===== src/rtl/dmac_main_ctrl.sv =====
// DMAC main control: request arbitration, 4-word config fetch over AHB, channel sequencing.
// Optional XFER watchdog is built when DMAC_CTRL_TIMEOUT_EN is defined (limit TIMEOUT_CYCLES).
module dmac_main_ctrl #(
  parameter int unsigned TIMEOUT_CYCLES = 4096
) (
  input  logic       clk,
  input  logic       rst,
  input  logic [1:0] DmacReq,
  input  logic       HReady,
  input  logic [1:0] M_HResp,
  input  logic       irq,
  output logic       DmacReq_Reg_en,
  output logic       PeriAddr_reg_en,
  output logic       SAddr_Reg_en,
  output logic       DAddr_Reg_en,
  output logic       Trans_sz_Reg_en,
  output logic       Ctrl_Reg_en,
  output logic [1:0] addr_inc_sel,
  output logic [1:0] config_HTrans,
  output logic       config_write,
  output logic [1:0] con_sel,
  output logic       con_en,
  output logic       channel_en_1,
  output logic       channel_en_2,
  output logic       busy,
  output logic       done,
  output logic       err
);

  typedef enum logic [2:0] {
    S_IDLE,
    S_LATCH,
    S_CFG_ADDR,
    S_CFG_DATA,
    S_START,
    S_XFER,
    S_DONE,
    S_ERROR
  } state_t;

  state_t     state_q, state_d;
  logic [1:0] idx_q, idx_d;
  logic       ch_q, ch_d;
  logic [3:0] cfg_en;
  logic       timeout_w;

`ifdef DMAC_CTRL_TIMEOUT_EN
  logic [31:0] wdog_q, wdog_d;

  // START always leads into XFER, so clearing there restarts the count on XFER entry.
  always_comb begin
    wdog_d = wdog_q;
    if (state_q == S_START) begin
      wdog_d = '0;
    end else if (state_q == S_XFER) begin
      wdog_d = wdog_q + 32'd1;
    end
  end

  always_ff @(posedge clk) begin
    if (rst) begin
      wdog_q <= '0;
    end else begin
      wdog_q <= wdog_d;
    end
  end

  assign timeout_w = (state_q == S_XFER) && (wdog_q == 32'(TIMEOUT_CYCLES - 1));
`else
  assign timeout_w = 1'b0;
`endif

  always_ff @(posedge clk) begin
    if (rst) begin
      state_q <= S_IDLE;
      idx_q   <= 2'd0;
      ch_q    <= 1'b0;
    end else begin
      state_q <= state_d;
      idx_q   <= idx_d;
      ch_q    <= ch_d;
    end
  end

  assign config_write    = 1'b0;
  assign SAddr_Reg_en    = cfg_en[0];
  assign DAddr_Reg_en    = cfg_en[1];
  assign Trans_sz_Reg_en = cfg_en[2];
  assign Ctrl_Reg_en     = cfg_en[3];
  assign busy            = (state_q != S_IDLE);

  always_comb begin
    state_d         = state_q;
    idx_d           = idx_q;
    ch_d            = ch_q;
    DmacReq_Reg_en  = 1'b0;
    PeriAddr_reg_en = 1'b0;
    cfg_en          = 4'b0000;
    addr_inc_sel    = 2'd0;
    config_HTrans   = 2'b00;
    con_sel         = 2'b10;
    con_en          = 1'b0;
    channel_en_1    = 1'b0;
    channel_en_2    = 1'b0;
    done            = 1'b0;
    err             = 1'b0;

    case (state_q)
      S_IDLE: begin
        if (DmacReq != 2'b00) begin
          ch_d    = DmacReq[1];
          idx_d   = 2'd0;
          state_d = S_LATCH;
        end
      end
      S_LATCH: begin
        DmacReq_Reg_en  = 1'b1;
        PeriAddr_reg_en = 1'b1;
        con_en          = 1'b1;
        state_d         = S_CFG_ADDR;
      end
      S_CFG_ADDR: begin
        config_HTrans = 2'b10;
        addr_inc_sel  = idx_q;
        if (HReady) begin
          state_d = S_CFG_DATA;
        end
      end
      S_CFG_DATA: begin
        addr_inc_sel = idx_q;
        // An ERROR response aborts regardless of HReady so a bad word is never captured.
        if (M_HResp == 2'b01) begin
          state_d = S_ERROR;
        end else if (HReady && (M_HResp == 2'b00)) begin
          cfg_en = 4'b0001 << idx_q;
          if (idx_q == 2'd3) begin
            state_d = S_START;
          end else begin
            idx_d   = idx_q + 2'd1;
            state_d = S_CFG_ADDR;
          end
        end
      end
      S_START: begin
        con_sel      = {1'b0, ch_q};
        con_en       = 1'b1;
        channel_en_1 = ~ch_q;
        channel_en_2 = ch_q;
        state_d      = S_XFER;
      end
      S_XFER: begin
        con_sel      = {1'b0, ch_q};
        channel_en_1 = ~ch_q;
        channel_en_2 = ch_q;
        if (irq) begin
          state_d = S_DONE;
        end else if (timeout_w) begin
          state_d = S_ERROR;
        end
      end
      S_DONE: begin
        done    = 1'b1;
        con_en  = 1'b1;
        state_d = S_IDLE;
      end
      S_ERROR: begin
        err     = 1'b1;
        con_en  = 1'b1;
        state_d = S_IDLE;
      end
      default: state_d = S_IDLE;
    endcase
  end

endmodule


===== config.mk =====
export PLATFORM = sky130hd
export DESIGN_NAME = dmac_main_ctrl
export DESIGN_NICKNAME = d
export VERILOG_FILES = /design/src/rtl/dmac_main_ctrl.sv
export SDC_FILE = /design/constraint.sdc
export NUM_CORES = 1
export LEC_CHECK = 0
export ABC_AREA = 1
export BUFFER_PORTS_ARGS = -buffer_cell sky130_fd_sc_hd__buf_2
export CORE_MARGIN = 8
export CORE_UTILIZATION = 45
export CTS_CLUSTER_DIAMETER = 150
export DETAILED_ROUTE_END_ITERATION = 7
export GPL_ROUTABILITY_DRIVEN = 0
export PLACE_DENSITY = 0.82
export RECOVER_POWER = 50
export SYNTH_ARGS = -nofsm -noshare
export SYNTH_HDL_FRONTEND = slang
export SYNTH_SLANG_ARGS = --single-unit

===== constraint.sdc =====
create_clock -name clk -period 1.4 [get_ports clk]
set_clock_uncertainty 0.1 [all_clocks]
set_input_delay 0 -clock clk [delete_from_list [all_inputs] [get_ports clk]]
set_output_delay 0 -clock clk [all_outputs]
set_load 0.02 [all_outputs]

==> flow_summary.toml, run 1 <==
[run_status]
outcome = "finished with violations"
violations = "setup timing"

[setup_path]
cp-start-kind = "register"
crit_fanout = 4
max_stage_delay_ns = 0.37
path_cells = "inv_6, nand3_2, or2_4, nor2_1, buf_4"
path_class = "register to output pin"
cp_slowest_cell = "dfxtp_4"
end_kind = "output pin"
critPathArrivalTime_ns = 1.31
worstPathRequired_ns = 1.30

[timing]
fin_crit_sh_pct = 101
tns_ns = -0.00771
final-setup-viol-count = 1
setup_slack_ns = -0.00771
fmax_ghz = 0.710
slew_violations = 0
rsz0062_at_grt = "yes"
fin_crit_ns = 1.41
hold_ws_ns = 0.0626
final-hold-violation-count = 0

[layout]
final_common_cell = "buf_4"
drive_gt1_share_pct = 52.0
area_growth_pct = 52.2
antenna_cells = 0
seq_area_um2 = 134
multiInputGateArea_um2 = 513
fin_cells = 164
mostFrequentLayoutCells = "16 x buf_4, 15 x nor2_1, 14 x nand2_1, 14 x inv_1, 13 x buf_2"
nets = 163
fillers = 100
post-route-util_pct = 71.9

[yosys]
synth_enable_flop_cells = 0
syn_area_um2 = 696
synth_warnings = 0
ys_ff_latch = 6
synth_cells = 111
async_reset_ff_share_pct = 0
synth-main-ff-cell = "dfxtp_1"
synth.distinct_cells = 24
ys_seq_area_share_pct = 17.3
avgSynthCellArea_um2 = 6.27

[placed_design]
io_buffers = 24
place_ws_ns = -0.0267
placedCellCount = 150
dpl.hpwl_um = 1420

[grt]
grt_max_degree = 11
antenna_found_initial = 0
grt-ovfl-total = 0
grt_pass1_wl_um = 3130
grt_pass1_vias = 724
track_usage_pct = 11.8

[pwr]
leakage_uw = 0.000552
p_int_uw = 665
powerDensity_nw_per_um2 = 1250
ir_drop_mv = 0.661
switching_share_pct = 49.9
p_comb_share_pct = 64.3
p_clk_share_pct = 11.7
p_sw_uw = 662
seqPwrFrac_pct = 24.1

[floorplanning]
ios = 27
initial_utilization_pct = 47.3
fp-row-count = 14
die_y_um = 55.3
dieArea_um2 = 3060
die_x_um = 55.3
core_region_area_um2 = 1470

[drt]
first_iter_violations = 15
ant_nets = 0
wl_per_cell_um = 14.1
dr.pass1.iters = 4
vias_per_cell = 5.10
vias = 836
wirelength_um = 2310
route.detailed.drc = 0

[job]
cap_violations = 0

[clock_tree]
insertion_delay_ns = 0.24
h-tree-depth = 1
tritoncts = "built"
clock_path_buffers = 2
numCtsBuffers = 3
cts_root_buffer = "clkbuf_4"
path_clk_slew_ns = 0.04
clock_sinks = 6

[hold_path]
hold_class = "input pin to register"
==> through the flow <==
stage | power [uW] | area, um2
after global routing | 1440 | 1060
final | 1330 | 1060
after detailed placement | 951 | 816
after global placement | 935 | 816
after CTS | 1160 | 913
after floorplan | 830 | 702
==> sequential cells by signal (all words and copies together), names as in the netlist <==
name,cells
state_q,3
ch_q,1
idx_q,2
==> area by class of cell <==
| class | instances | area share [%] |
|---|---|---|
| well taps | 16 | 1.89 |
| clock buffers | 3 | 2.13 |
| flip-flops and latches | 6 | 12.6 |
| inverters | 19 | 7.21 |
| multi-input cells | 80 | 48.5 |
| repair buffers | 40 | 27.7 |
==> cells in the mapped netlist (3+ instances only) <==
library cell   n  area [um2]
a21oi_1        3        15.0
buf_4          4        30.0
buf_6          3        33.8
dfxtp_1        6         120
ha_1           5        62.6
inv_1         15        56.3
inv_2          3        11.3
nand2_1       18        67.6
nand2_2        4        25.0
nand3_1       10        50.1
nor2_1        22        82.6
==> power by group through the flow <==
stage	combinational (uW)	clock [uW]	sequential, uW
floorplan	570	0	260
global placement	624	0	311
detailed placement	635	0	315
CTS	669	162	326
global route	939	173	328
finish	853	155	319
==> cells by family after synthesis <==
| family | Yosys count | synth area share [%] |
|---|---|---|
| buffers and inverters | 26 | 19.4 |
| other | 1 | 0.539 |
| adder cells (fa/ha/maj) | 5 | 8.99 |
| flip-flops | 6 | 17.3 |
| AO/OA/AOI/OAI | 7 | 5.57 |
| AND/OR/NAND/NOR | 66 | 48.2 |
==> routing by layer <==
metal  vias up  track usage (%)  wire, um
met3         4             4.79       148
li1        407                -         -
met1       402             12.2       958
met2        23             20.8      1180
met4         0             4.23        23
met5         -                0         0
==> critical path, delay by kind of cell (launching register included) <==
family	cells	cell delay, ns
flops	1	0.37
buf+inv	2	0.22
simple gates	3	0.49
==> timing repair <==
item,in CTS,in global routing
hold buffers,2,0
endpoints found under the setup margin,18,15
endpoints found under the hold margin,5,0
pin swaps,3,7
resized for setup,13,34
buffers inserted,3,6
==> final timing paths <==
check | startpoint | to | slack (ns) | cells past startpoint
max reg2reg | state_q[2]$_SDFFE_PP0P_ | state_q[0]$_SDFFE_PP0P_ | 0.06 | 8
min | DmacReq[0] | ch_q$_SDFFE_PP0P_ | 0.06 | 4
max | state_q[2]$_SDFFE_PP0P_ | Trans_sz_Reg_en | -0.008 | 5
min reg2reg | ch_q$_SDFFE_PP0P_ | ch_q$_SDFFE_PP0P_ | 0.41 | 2
Power figures use the tool's default switching activity.
==> run 2: changes to the inputs <==
--- a/config.mk
+++ b/config.mk
@@ -7,7 +7,6 @@
 export LEC_CHECK = 0
 export ABC_AREA = 1
 export BUFFER_PORTS_ARGS = -buffer_cell sky130_fd_sc_hd__buf_2
-export CORE_MARGIN = 8
 export CORE_UTILIZATION = 45
 export CTS_CLUSTER_DIAMETER = 150
 export DETAILED_ROUTE_END_ITERATION = 7
==> constraint.sdc (replaced) <==
create_clock -name clk -period 1.4 [get_ports clk]
set_clock_uncertainty 0.1 [all_clocks]
set_input_delay 0.21 -clock clk [delete_from_list [all_inputs] [get_ports clk]]
set_output_delay 0.21 -clock clk [all_outputs]
set_load 0.02 [all_outputs]
==> run 2 against run 1 <==
Effect of this change: total power rose by 23%; wire length rose by 16%; the flow still finishes with violations (setup timing); count of clock-buffer cells in the layout did not move; design area rose by 9.2%; critical path type unchanged; worst hold slack got worse by 0.013 ns.
==> flow_summary.toml, run 2 (synthesis gave the netlist of run 1 again) <==
[layout]
drive_gt1_share_pct = 56.5
area_growth_pct = 66.2
nets = 162
antenna_cells = 0
mostFrequentLayoutCells = "16 x buf_4, 13 x nor2_1, 13 x inv_1, 13 x buf_6, 11 x nand2_1"
post-route-util_pct = 84.6
top_register = "state_q"
final_common_cell = "buf_4"
fillers = 62
reg_top3 = "state_q x3, idx_q x2, ch_q x1"
fin_cells = 162
largest_reg_flops = 3

[placed_design]
placedCellCount = 151
io_buffers = 24
dpl.hpwl_um = 1340

[setup_path]
crit_path_frequent_cell = "nor2_1"
reg2reg_depth = 11
worstPathRequired_ns = 1.09
path_class = "register to output pin"
startpoint = "state_q[1]$_SDFFE_PP0P_"
end_kind = "output pin"
cp-start-kind = "register"
cp_slowest_cell = "dfxtp_4"
critPathArrivalTime_ns = 1.39
path_cells = "inv_2, nor2_1, inv_1, nor2_1, buf_4"
critical_path.reg2reg.startpoint = "state_q[1]$_SDFFE_PP0P_"
rr_endpoint = "idx_q[0]$_SDFFE_PP0P_"
critPathCapture = "addr_inc_sel[1]"
cp_top_family = "simple AND/OR/NAND/NOR gates"
worst-path-buf-inv = 3
rrSetupSlack_ns = -0.16
crit_fanout = 5
max_stage_delay_ns = 0.39
cp_num_cells = 5

[timing]
rsz0062_at_grt = "yes"
slew_violations = 0
setup_slack_ns = -0.304
fin_crit_sh_pct = 122
fin_crit_ns = 1.70
final-hold-violation-count = 0
final-setup-viol-count = 21
fmax_ghz = 0.587

[clock_tree]
holdBufCountCts = 0
insertion_delay_ns = 0.25
clock_sinks = 6
numCtsBuffers = 3
clock_path_buffers = 2
cts_root_buffer = "clkbuf_4"
h-tree-depth = 1
path_clk_slew_ns = 0.06
tritoncts = "built"

[grt]
grt-ovfl-total = 0
grt_pass1_wl_um = 3240
track_usage_pct = 28.6
antenna_found_initial = 0
grt_pass1_vias = 764
grt_max_degree = 9

[drt]
wl_per_cell_um = 16.6
dr.pass1.iters = 4
first_iter_violations = 48
vias = 915
ant_nets = 0
wirelength_um = 2690
route.detailed.drc = 0
vias_per_cell = 5.65

[pwr]
leakage_uw = 0.000582
p_total_uw = 1630
ir_drop_mv = 1.03
powerDensity_nw_per_um2 = 1410

[hold_path]
hold_class = "input pin to register"

[floorplanning]
die_x_um = 41.3
dieArea_um2 = 1710
die_y_um = 41.3
fp-row-count = 13
initial_utilization_pct = 50.9
ios = 27
core_region_area_um2 = 1370

[job]
cap_violations = 0

[run_status]
violations = "setup timing"
outcome = "finished with violations"
==> run 2: cell count changes in the layout (fill, tap and decap cells not counted), moves of 2 or more <==
| cell | previous run | this run |
|---|---|---|
| dlygate4sd3_1 | 2 | 0 |
| nor2_4 | 5 | 10 |
| dfxtp_2 | 2 | 0 |
| buf_6 | 7 | 13 |
| dfxtp_1 | 1 | 3 |
| buf_2 | 13 | 9 |
| nor2_2 | 4 | 1 |
| nor2_1 | 15 | 13 |
| nand2_1 | 14 | 11 |
| nand2_4 | 1 | 5 |
==> run 2: worst min path at each step <==
| stage | from | end | cells past startpoint | slack [ns] |
|---|---|---|---|---|
| after detailed placement | rst | state_q[2]$_SDFFE_PP0P_ | 2 | 0.30 |
| after floorplan | rst | ch_q$_SDFFE_PP0P_ | 1 | 0.18 |
| after CTS | rst | state_q[2]$_SDFFE_PP0P_ | 2 | 0.04 |
| after global placement | rst | state_q[2]$_SDFFE_PP0P_ | 2 | 0.30 |
| after global routing | rst | state_q[2]$_SDFFE_PP0P_ | 2 | 0.04 |
| final | rst | state_q[2]$_SDFFE_PP0P_ | 2 | 0.05 |
==> run 2: report_power, final <==
group,switching [uW],internal (uW)
Clock,63.6,97.1
Combinational,666,490
Sequential,83.6,228
==> run 2: repair_timing <==
action	in CTS	in global routing
hold endpoints to repair	0	0
resized for setup	35	38
cloned	0	0
pin swaps	3	11
buffers inserted	2	6
setup endpoints to repair	17	20
==> run 2: area by class of cell <==
cell class	count	area, um2	area share, %
Sequential cell	6	131	11.4
Tap cell	15	18.8	1.62
Timing Repair Buffer	39	327	28.2
Inverter	19	78.8	6.82
Clock buffer	3	22.5	1.95
Multi-Input combinational cell	80	578	50.0
==> run 2: metrics by stage <==
stage / worst slack, ns / TNS [ns] / hold WS, ns / cell area [um2]
after floorplan: -0.0706 / -0.346 / 0.179 / 709
after global placement: 0.00470 / 0 / 0.304 / 837
after detailed placement: -0.0238 / -0.0570 / 0.299 / 837
after CTS: -0.149 / -1.56 / 0.0374 / 963
after global routing: -0.313 / -4.04 / 0.0365 / 1160
final: -0.304 / -3.02 / 0.0500 / 1160
==> run 2: layer usage <==
metal	vias up	share of wire [%]	track usage, %
met2	59	53	47.3
met1	438	39	32.7
met3	7	6.5	9.57
met4	0	1.5	14.5
li1	411	-	-
met5	-	0	0
==> run 3: changes to the inputs <==
--- a/config.mk
+++ b/config.mk
@@ -5,13 +5,13 @@
 export SDC_FILE = /design/constraint.sdc
 export NUM_CORES = 1
 export LEC_CHECK = 0
-export ABC_AREA = 1
+export ABC_AREA = 0
 export BUFFER_PORTS_ARGS = -buffer_cell sky130_fd_sc_hd__buf_2
-export CORE_UTILIZATION = 45
+export CORE_UTILIZATION = 44
 export CTS_CLUSTER_DIAMETER = 150
 export DETAILED_ROUTE_END_ITERATION = 7
 export GPL_ROUTABILITY_DRIVEN = 0
-export PLACE_DENSITY = 0.82
+export PLACE_DENSITY = 0.83
 export RECOVER_POWER = 50
 export SYNTH_ARGS = -nofsm -noshare
 export SYNTH_HDL_FRONTEND = slang
==> run 3 against run 2 <==
Effect of this change: the flow still finishes with violations (setup timing); sequential share of layout area rose by 1.1 points; area after synthesis fell by 16%; critical path depth shrank 1; fmax grew 2.5%; critical endpoint is now Ctrl_Reg_en.
==> flow_summary.toml, run 3 <==
[floorplanning]
initial_utilization_pct = 50.1
ios = 27
die_y_um = 38.5
die_x_um = 38.5
fp-row-count = 12
core_region_area_um2 = 1170
dieArea_um2 = 1480

[placed_design]
dpl.hpwl_um = 1170
io_buffers = 24
placed_area_um2 = 761

[drt]
ant_nets = 0
dr.pass1.iters = 4
met3_length_um = 169
m1WireLength_um = 979
vias = 743
first_iter_violations = 41
dr_wl_met2_um = 1220
highest_layer = "met4"
vias_per_cell = 5.94
wirelength_um = 2470
route.detailed.drc = 0
wl_per_cell_um = 19.8

[layout]
drive_gt1_share_pct = 57.7
final_common_cell = "buf_6"
largest_reg_flops = 3
reg_top3 = "state_q x3, idx_q x2, ch_q x1"
nets = 126
top_register = "state_q"
mostFrequentLayoutCells = "17 x buf_6, 12 x buf_4, 7 x buf_2"
final_area_um2 = 1030
post-route-util_pct = 87.6
antenna_cells = 0
area_growth_pct = 74.8

[setup_path]
path_class = "register to output pin"
critPathArrivalTime_ns = 1.35
cp-start-kind = "register"
max_stage_delay_ns = 0.33
path_cells = "and3b_2, and3_4, and3_4, buf_6"
crit_fanout = 4
crit_path_frequent_cell = "and3_4"
worstPathRequired_ns = 1.09
cp_slowest_cell = "dfxtp_2"
end_kind = "output pin"

[pwr]
p_int_uw = 650
p_comb_share_pct = 65.4
switching_share_pct = 43.3
powerDensity_nw_per_um2 = 1120
seqPwrFrac_pct = 20.2
p_clk_share_pct = 14.4
p_sw_uw = 496
p_total_uw = 1150
ir_drop_mv = 0.832
leakage_uw = 0.000468

[yosys]
syn_area_um2 = 587
synth_cells = 77
synth_warnings = 0
ys_seq_area_share_pct = 20.5
synth-main-ff-cell = "dfxtp_1"
synthTopCellsByCount = "9 x nor2_1, 6 x dfxtp_1, 5 x ha_1, 5 x nand2b_1"
synthTopCellsByArea = "dfxtp_1 20%, ha_1 11%, nor2_1 5.8%"
async_reset_ff_share_pct = 0
synth_top_area_share_pct = 20.5
yosysTopAreaCell = "dfxtp_1"
ys_ff_latch = 6
synth.distinct_cells = 33
yosysMostFrequentCell = "nor2_1"
synth_enable_flop_cells = 0
avgSynthCellArea_um2 = 7.62

[clock_tree]
h-tree-depth = 1
holdBufCountCts = 0
clock_sinks = 6
tritoncts = "built"
numCtsBuffers = 3
path_clk_slew_ns = 0.05
cts_root_buffer = "clkbuf_4"
clock_path_buffers = 2
insertion_delay_ns = 0.25

[timing]
fin_crit_ns = 1.66
final-hold-violation-count = 0
fin_crit_sh_pct = 119
final-setup-viol-count = 22
setup_slack_ns = -0.262
fmax_ghz = 0.602
rsz0062_at_grt = "yes"
slew_violations = 0

[grt]
grt_max_degree = 9
track_usage_pct = 28.1
grt_pass1_wl_um = 2800
grt_pass1_vias = 629
antenna_found_initial = 0
grt-ovfl-total = 0

[run_status]
violations = "setup timing"
outcome = "finished with violations"

[hold_path]
hold_class = "input pin to register"

[job]
cap_violations = 0
run 3: through the flow:
| step | setup WS (ns) | instances | setup TNS (ns) | hold slack (ns) |
|---|---|---|---|---|
| 2_1_floorplan | -0.0556 | 78 | -0.0804 | 0.179 |
| 4_1_cts | -0.211 | 124 | -2.13 | 0.129 |
| 6_report | -0.262 | 125 | -3.20 | 0.161 |
| 3_3_place_gp | -0.0126 | 118 | -0.0126 | 0.400 |
| 5_1_grt | -0.297 | 125 | -3.84 | 0.158 |
| 3_5_place_dp | -0.0493 | 118 | -0.127 | 0.394 |
run 3: power groups by stage:
stage | Combinational, uW | Sequential [uW] | Clock, uW
finish | 749 | 232 | 165
global route | 777 | 236 | 178
CTS | 629 | 223 | 168
detailed placement | 489 | 221 | 0
global placement | 475 | 219 | 0
floorplan | 329 | 216 | 0
run 3: area by class of cell:
class,instances,area [um2]
multi-input combinational,61,512
timing repair buffer,37,332
fill,53,145
sequential,6,128
clock buffer,3,22.5
tap,14,17.5
inverter,4,15.0
run 3: path summary, 6_finish.rpt:
check	from	to	slack (ns)	depth (start not counted)
min reg2reg	ch_q$_SDFFE_PP0P_	ch_q$_SDFFE_PP0P_	0.43	2
max	state_q[2]$_SDFFE_PP0P_	Ctrl_Reg_en	-0.26	4
max reg2reg	state_q[2]$_SDFFE_PP0P_	state_q[2]$_SDFFE_PP0P_	-0.22	6
min	rst	idx_q[0]$_SDFFE_PP0P_	0.16	2
run 3: critical path, delay by kind of cell, from the launching register on:
family / cells / cell delay [ns]
buf+inv: 1 / 0.11
flops: 1 / 0.33
simple gates: 3 / 0.66
run 3: what timing repair did:
| item | in CTS | in global routing |
|---|---|---|
| resized for setup | 41 | 22 |
| buffers inserted | 4 | 1 |
| pin swaps | 5 | 2 |
| setup endpoints to repair | 19 | 23 |
run 3: cells by family (layout without fill, tap and decap cells):
| kind of cell | Yosys count | after routing | synth area share (%) |
|---|---|---|---|
| adder cells (fa/ha/maj) | 5 | 5 | 10.7 |
| flip-flops | 6 | 6 | 20.5 |
| multiplexers | 1 | 1 | 1.71 |
| AND/OR/NAND/NOR | 36 | 36 | 35.4 |
| buffers and inverters | 11 | 44 | 10.2 |
| AO/OA/AOI/OAI | 16 | 16 | 19.4 |
| XOR/XNOR | 1 | 1 | 1.49 |
| other | 1 | 2 | 0.639 |
run 3: layer usage:
metal	GRT usage, %	up-vias
met3	5.81	16
met1	32.0	358
met4	11.2	0
li1	-	326
met2	50.0	43
met5	0	-
